### src/rtl/mips_pkg.sv
// Shared constants and types for the MIPS core front end.
package mips_pkg;

  localparam logic [31:0] RESET_PC_DEFAULT = 32'h0000_3000;
  localparam logic [31:0] NOP              = 32'h0000_0000;
  localparam logic [31:0] WORD_MASK        = 32'hFFFF_FFFC;

  typedef enum logic [1:0] {
    BOOT  = 2'd0,
    REQ   = 2'd1,
    DRAIN = 2'd2,
    HOLD  = 2'd3
  } fetchState_t;

endpackage

### src/rtl/ifetch_npc.sv
// Next-PC select: sequential pc+4 or a word-aligned branch/jump target.
module npc
  import mips_pkg::*;
(
  input  logic [31:0] pc,
  input  logic        branchTaken,
  input  logic [31:0] branchTarget,
  input  logic        jumpTaken,
  input  logic [31:0] jumpTarget,
  output logic [31:0] pcPlus4,
  output logic        redirect,
  output logic [31:0] nextPc
);

  always_comb begin
    pcPlus4  = pc + 32'd4;
    redirect = branchTaken | jumpTaken;
    // The branch belongs to the older instruction, so it wins over a jump.
    if (branchTaken)
      nextPc = branchTarget & WORD_MASK;
    else if (jumpTaken)
      nextPc = jumpTarget & WORD_MASK;
    else
      nextPc = pcPlus4;
  end

endmodule

### src/rtl/ifetch.sv
// Instruction fetch stage with IF/ID register: PC, imem handshake,
// stall/flush handling and branch/jump redirect.
module ifetch
  import mips_pkg::*;
#(
  parameter logic [31:0] RESET_PC = RESET_PC_DEFAULT
) (
  input  logic        clk,
  input  logic        rst_n,
  output logic        imemReq,
  output logic [31:0] imemAddr,
  input  logic        imemReady,
  input  logic [31:0] imemRdata,
  input  logic        stall,
  input  logic        flush,
  input  logic        branchTaken,
  input  logic [31:0] branchTarget,
  input  logic        jumpTaken,
  input  logic [31:0] jumpTarget,
  output logic [31:0] instr,
  output logic [31:0] pcPlus4,
  output logic        instrValid
);

  fetchState_t state;
  logic [31:0] pc;
  logic [31:0] hold;
  logic [31:0] drainAddr;
  logic [31:0] seqPc;
  logic [31:0] nextPc;
  logic        redirect;
  logic        squash;

  npc uNpc (
    .pc          (pc),
    .branchTaken (branchTaken),
    .branchTarget(branchTarget),
    .jumpTaken   (jumpTaken),
    .jumpTarget  (jumpTarget),
    .pcPlus4     (seqPc),
    .redirect    (redirect),
    .nextPc      (nextPc)
  );

  assign squash   = flush | redirect;
  assign imemReq  = (state == REQ) || (state == DRAIN);
  assign imemAddr = (state == DRAIN) ? drainAddr : pc;

  always_ff @(posedge clk or negedge rst_n) begin
    if (!rst_n) begin
      state      <= BOOT;
      pc         <= RESET_PC;
      hold       <= '0;
      drainAddr  <= '0;
      instr      <= NOP;
      pcPlus4    <= '0;
      instrValid <= 1'b0;
    end else begin
      case (state)
        BOOT: state <= REQ;

        REQ: begin
          if (redirect) begin
            pc <= nextPc;
            if (!imemReady) begin
              drainAddr <= pc;
              state     <= DRAIN;
            end
          end else if (imemReady) begin
            pc <= seqPc;
            // A flushed fetch is dropped; only a stalled, unflushed word is parked.
            if (!flush && stall) begin
              hold  <= imemRdata;
              state <= HOLD;
            end
          end
          if (squash || (!stall && !imemReady)) begin
            instr      <= NOP;
            instrValid <= 1'b0;
          end else if (!stall) begin
            instr      <= imemRdata;
            pcPlus4    <= seqPc;
            instrValid <= 1'b1;
          end
        end

        DRAIN: begin
          if (redirect) pc <= nextPc;
          if (imemReady) state <= REQ;
          if (squash || !stall) begin
            instr      <= NOP;
            instrValid <= 1'b0;
          end
        end

        HOLD: begin
          if (squash) begin
            if (redirect) pc <= nextPc;
            instr      <= NOP;
            instrValid <= 1'b0;
            state      <= REQ;
          end else if (!stall) begin
            // pc already advanced past the held word, so it is that word's PC+4.
            instr      <= hold;
            pcPlus4    <= pc;
            instrValid <= 1'b1;
            state      <= REQ;
          end
        end

        default: state <= BOOT;
      endcase
    end
  end

endmodule

### config.mk
export PLATFORM = sky130hd
export DESIGN_NAME = ifetch
export DESIGN_NICKNAME = d
export VERILOG_FILES = /design/src/rtl/mips_pkg.sv /design/src/rtl/ifetch_npc.sv /design/src/rtl/ifetch.sv
export SDC_FILE = /design/constraint.sdc
export NUM_CORES = 1
export LEC_CHECK = 0
export ABC_AREA = 1
export ABC_CLOCK_PERIOD_IN_PS = 2300
export CORE_MARGIN = 3
export CORE_UTILIZATION = 45
export CTS_BUF_LIST = sky130_fd_sc_hd__clkbuf_16
export DETAILED_ROUTE_END_ITERATION = 8
export GPL_ROUTABILITY_DRIVEN = 0
export PLACE_DENSITY_LB_ADDON = 0.15
export SLEW_MARGIN = 20
export SYNTH_ARGS = -nofsm -noshare
export SYNTH_HDL_FRONTEND = slang
export SYNTH_SLANG_ARGS = --single-unit
### constraint.sdc
create_clock -name clk -period 2.3 [get_ports clk]
set_input_delay 0.69 -clock clk [delete_from_list [all_inputs] [get_ports clk]]
set_output_delay 0.69 -clock clk [all_outputs]
set_load 0.1 [all_outputs]
======== Word level (Yosys, flattened, before mapping) ========
Cells that the tools add are included.
word-level totals
  input bits .............................. 103
  output and inout port bits .............. 98
  word-level logic and storage cells ...... 77
  register bits ........................... 163
cells by class
  bitwise operators ....................... 4
  add/subtract/negate cells ............... 1
  equality and inequality tests ........... 15
  reductions and logical operators ........ 18
  multiplexer cells ....................... 32
operators with widths
  kind                   count
  $mux 32                16
  $pmux 32 s3            2
  $pmux 32 s2            1
  $add 32x3->32 const B  1
  $mux 2                 7
  $ne 2x2->1 const B     6
  $reduce_and 5->1       2
  $ne 3x3->1 const B     3
  $pmux 2 s4             1
  $reduce_and 4->1       2
  $ne 3x2->1 const B     2
  $reduce_and 3->1       2
  $eq 2x2->1 const B     2
  $mux 1                 4
  $logic_not 1->1        3
  $logic_or 1x1->1       3
  $pmux 1 s3             1
  $reduce_bool 3->1      1
  $eq 2x1->1 const B     1
  $logic_and 1x1->1      2
  $logic_not 2->1        1
  $ne 2x1->1 const B     1
  $not 1->1              2
  $or 1x1->1             2
  2 further kinds        2

======== Longest topological paths before layout ========
  depth in word-level cells ............... 6
  mapped depth ............................ 11

======== Cells and area by module ========
A second synthesis with hierarchy kept.
second synthesis, totals
  cells, all modules ...................... 1441
  area total of the unflattened synthesis .. 9794.4 um2
by module, submodules not included
  module  times used  area an instance (um2)  seq. area each (um2)  cells each
  ifetch  1           8124.0                  4081.4                1067
  npc     1           1670.4                  0.0                   374

======== Worst setup path after synthesis ========
Ideal clock, no wire load.
  path type ............................... flip-flop to output port
  from .................................... reg state[0]
  to ...................................... out imemAddr[23]
  slack ................................... -1.527 ns
  required time ........................... 1.610 ns
  stages on the path, launching flop included .. 6
  data arrival time ....................... 3.137 ns
  path through ............................ dfrtp_1 > inv_1 > ha_1 > clkbuf_1 > clkbuf_1 > o21ai_0
on the way
  longest elaborated chain between the ends .. 2
RTL lines
  what                    RTL line      RTL
  start, declared         ifetch.sv:25  fetchState_t state;
  start signal, assigned  ifetch.sv:51  state <= BOOT;
  start signal, assigned  ifetch.sv:60  BOOT: state <= REQ;
  start signal, assigned  ifetch.sv:67  state <= DRAIN;
  $eq 2x2->1              ifetch.sv:47  assign imemAddr = (state == DRAIN) ? drainAddr : pc;
  $mux 32                 ifetch.sv:47
  end, declared           ifetch.sv:11  output logic [31:0] imemAddr,
Every way passes these cells.

======== Worst setup path in the final report ========
  from .................................... reg state[0]
  to ...................................... out imemAddr[30]
The elaborated chain is that of the path after synthesis.

==> metrics.md <==
| Metric | Value |
|---|---|
| Worst-margin pin slew | 0.460 ns |
| # setup viols final | 32 |
| # hold bufs at CTS | 0 |
| Share of cells above drive strength 1 | 0.187 |
| Largest net degree at the start of global routing | 65 |
| P_leak | 6.17 nW |
| Power density over the cells | 1720 mW/mm2 |
| Dpl ws | -0.183 ns |
| Drc violations | 0 |
| Period utilisation layout | 1.07 |
| Synthesized cell area | 0.00863 mm2 |
| Initial core utilization | 0.460 |
| Routed Antenna Nets | 0 |
| Worst Path Max Fanout | 5 |
| TritonCTS clock tree | yes |
| Most frequent cells in the layout | nand2_1, dfrtp_1, nor2_1 |
| DRT Wirelength | 26.2 mm |
| Sequential-to-total area share from yosys stat | 0.473 |
| CTS root buf | clkbuf_16 |
| Violated checks | setup timing |
| Global Route Usage Sum | 0.251 |
| Vert. Die Dim | 145 um |
| CP Launch Type | register |
| Final-report max-slew violation count | 0 |
| Core Region | 0.0188 mm2 |
| # port buffers | 196 |
| Worst endpoint required time | 1.61 ns |
| Relative slew slack | 0.694 |
| RSZ-0062 raised after global routing | true |
| Post-DR vias/cell | 5.19 |
| Overflow after GRT | 0 |
| CP Class | reg -> out |
| Internal reg-to-reg setup slack | 0.26 ns |
| Die Wd | 145 um |
| Mean Syn Cell Area | 7.22 um2 |
| Worst skew pair latency | 0.43 ns |
| Post-DP HPWL | 18.2 mm |
| Synth Instances | 1195 |
| Global-route wire length before repair | 41.3 mm |
| Most common cell after layout, fill and taps aside | nand2_1 |
| Syn. warnings | 0 |
| Final cell count without fillers | 1665 |
| Worst Reg-to-Reg Cells | 10 |
| Syn_nets | 1303 |
| Placed cell count | 1617 |
| FF-to-FF End | pcPlus4[27] |
| Fillers | 1595 |
| I/O pin count | 201 |
| Max-cap violations | 0 |
| Status | finished, violations left |
| First-pass detailed-route iteration total | 5 |
| Clock slew at reported path FFs | 0.06 ns |
| H-tree depth | 4 |
| Reg2reg start | state[1] |
| Inserted Clock Buffers | 17 |
| Nets@finish | 1527 |
| Peak supply drop | 0.776 mV |
| Crit. End Element | output pin |
| Max Buffers Root-to-Sink | 2 |
| Die Area | 0.0209 mm2 |
| Final-report hold violation count | 0 |
| Ant. Diodes | 0 |
| CTS Sinks | 163 |
| Critical path data arrival time | 1.77 ns |
| Vias in the first global route | 8120 |
| Tmin final | 2.46 ns |
| Routed len/inst | 15.8 um |
| DR iter-0 viols | 444 |
| FMAX | 406 MHz |
| Final worst slack | -0.163 ns |
| Antenna violations before repair | 1 |
| Unique masters post-synth | 31 |
| Vias | 8645 |
| Register bit total from synthesis | 163 |
| Area growth syn-to-layout | 46.5% |
| Worst clock skew | 0.0147 ns |
| Num rows | 50 |
| Worst min path class | in -> async |
==> critical path, cell delays in order (launching register included) <==
cell,delay [ns]
dfrtp_1,0.38
inv_2,0.07
ha_4,0.19
buf_6,0.13
buf_6,0.12
buf_6,0.11
o21ai_4,0.16
buf_12,0.20
==> stage by stage <==
step           instance area (um2)  total power [mW]  hold slack [ns]   util  setup TNS [ns]
2_1_floorplan                 9050              14.3            0.394      -               0
3_3_place_gp                 11800              18.4            0.466  0.628           -4.48
3_5_place_dp                 11800              18.5            0.467  0.628           -9.64
4_1_cts                      12500              21.6            0.123  0.668           -4.09
5_1_grt                      12600              22.9            0.129  0.674           -5.17
6_report                     12600              21.8            0.128  0.674           -3.63
==> Yosys cell counts <==
master,instances,area (um2)
dfrtp_1,161,4030
o21ai_2,3,26.3
o21ai_1,7,35.0
nand3_1,75,375
nor2_2,2,12.5
xor2_1,12,105
inv_4,1,6.26
inv_1,100,375
a21oi_4,1,16.3
nor2_1,114,428
o21ai_0,142,711
or2_2,1,6.26
buf_1,4,15.0
and2_1,1,6.26
a21oi_1,59,295
a2bb2oi_1,1,8.76
a21boi_1,3,22.5
buf_6,4,45.0
a31oi_1,19,119
clkbuf_1,42,158
o211ai_1,4,30.0
buf_2,11,55.1
nand2_2,2,12.5
a22oi_1,5,37.5
ha_1,5,62.6
a21boi_0,5,37.5
inv_2,3,11.3
nor2_4,1,11.3
nand3_2,1,10.0
nand2_1,404,1520
dfstp_2,2,52.6
==> cell type report <==
| type | instances | area [um2] | area share |
|---|---|---|---|
| flip-flops and latches | 163 | 4080 | 0.323 |
| clock inverters | 14 | 140 | 0.0111 |
| clock buffers | 17 | 425 | 0.0336 |
| multi-input cells | 867 | 4330 | 0.343 |
| well taps | 234 | 293 | 0.0232 |
| inverters | 104 | 393 | 0.0311 |
| repair buffers | 266 | 2980 | 0.235 |
==> logic make-up after synthesis <==
logic type | after synthesis | synth area share
buffers and inverters | 165 | 0.0771
AOI/OAI and AO/OA | 249 | 0.155
and+or+nand+nor | 601 | 0.276
xor gates and xnor gates | 12 | 0.0122
DFF | 163 | 0.473
adders and majority gates | 5 | 0.00725
==> state kept, by name, indices dropped and copies added (netlist names) <==
signal,count
drainAddr,32
hold,32
instr,32
pcPlus4,32
pc,32
state,2
instrValid,1
==> routing by layer <==
metal | up-vias | track usage | part of all wire
met5 | - | 0 | 0.00042
met4 | 2 | 0.0766 | 0.018
met3 | 37 | 0.0625 | 0.066
met2 | 290 | 0.418 | 0.48
met1 | 4046 | 0.324 | 0.43
li1 | 4270 | - | -
==> power by group <==
part	total (mW)	switching [mW]	leakage [nW]	internal [mW]
clock network	2.76	1.18	0.266	1.59
logic	14.1	9.65	3.90	4.48
registers	4.87	0.827	2.01	4.05
total	21.8	11.7	6.17	10.1
==> worst max path at each step <==
| stage | start | end | slack (ns) | depth (start not counted) |
|---|---|---|---|---|
| finish | state[0] | imemAddr[30] | -0.16 | 7 |
| global route | state[0] | imemAddr[1] | -0.21 | 7 |
| CTS | state[1] | imemAddr[30] | -0.17 | 6 |
| detailed placement | jumpTaken | pcPlus4[27] | -0.18 | 9 |
| global placement | jumpTaken | pcPlus4[26] | -0.14 | 9 |
| floorplan | state[0] | imemAddr[23] | 0.02 | 5 |
==> repair_timing <==
action	CTS	global route
pin swaps	6	4
resized for setup	9	21
gates cloned	3	1
endpoints found under the setup margin	32	32
endpoints found under the hold margin	0	0
setup buffers	12	1
Power figures use the tool's default switching activity.
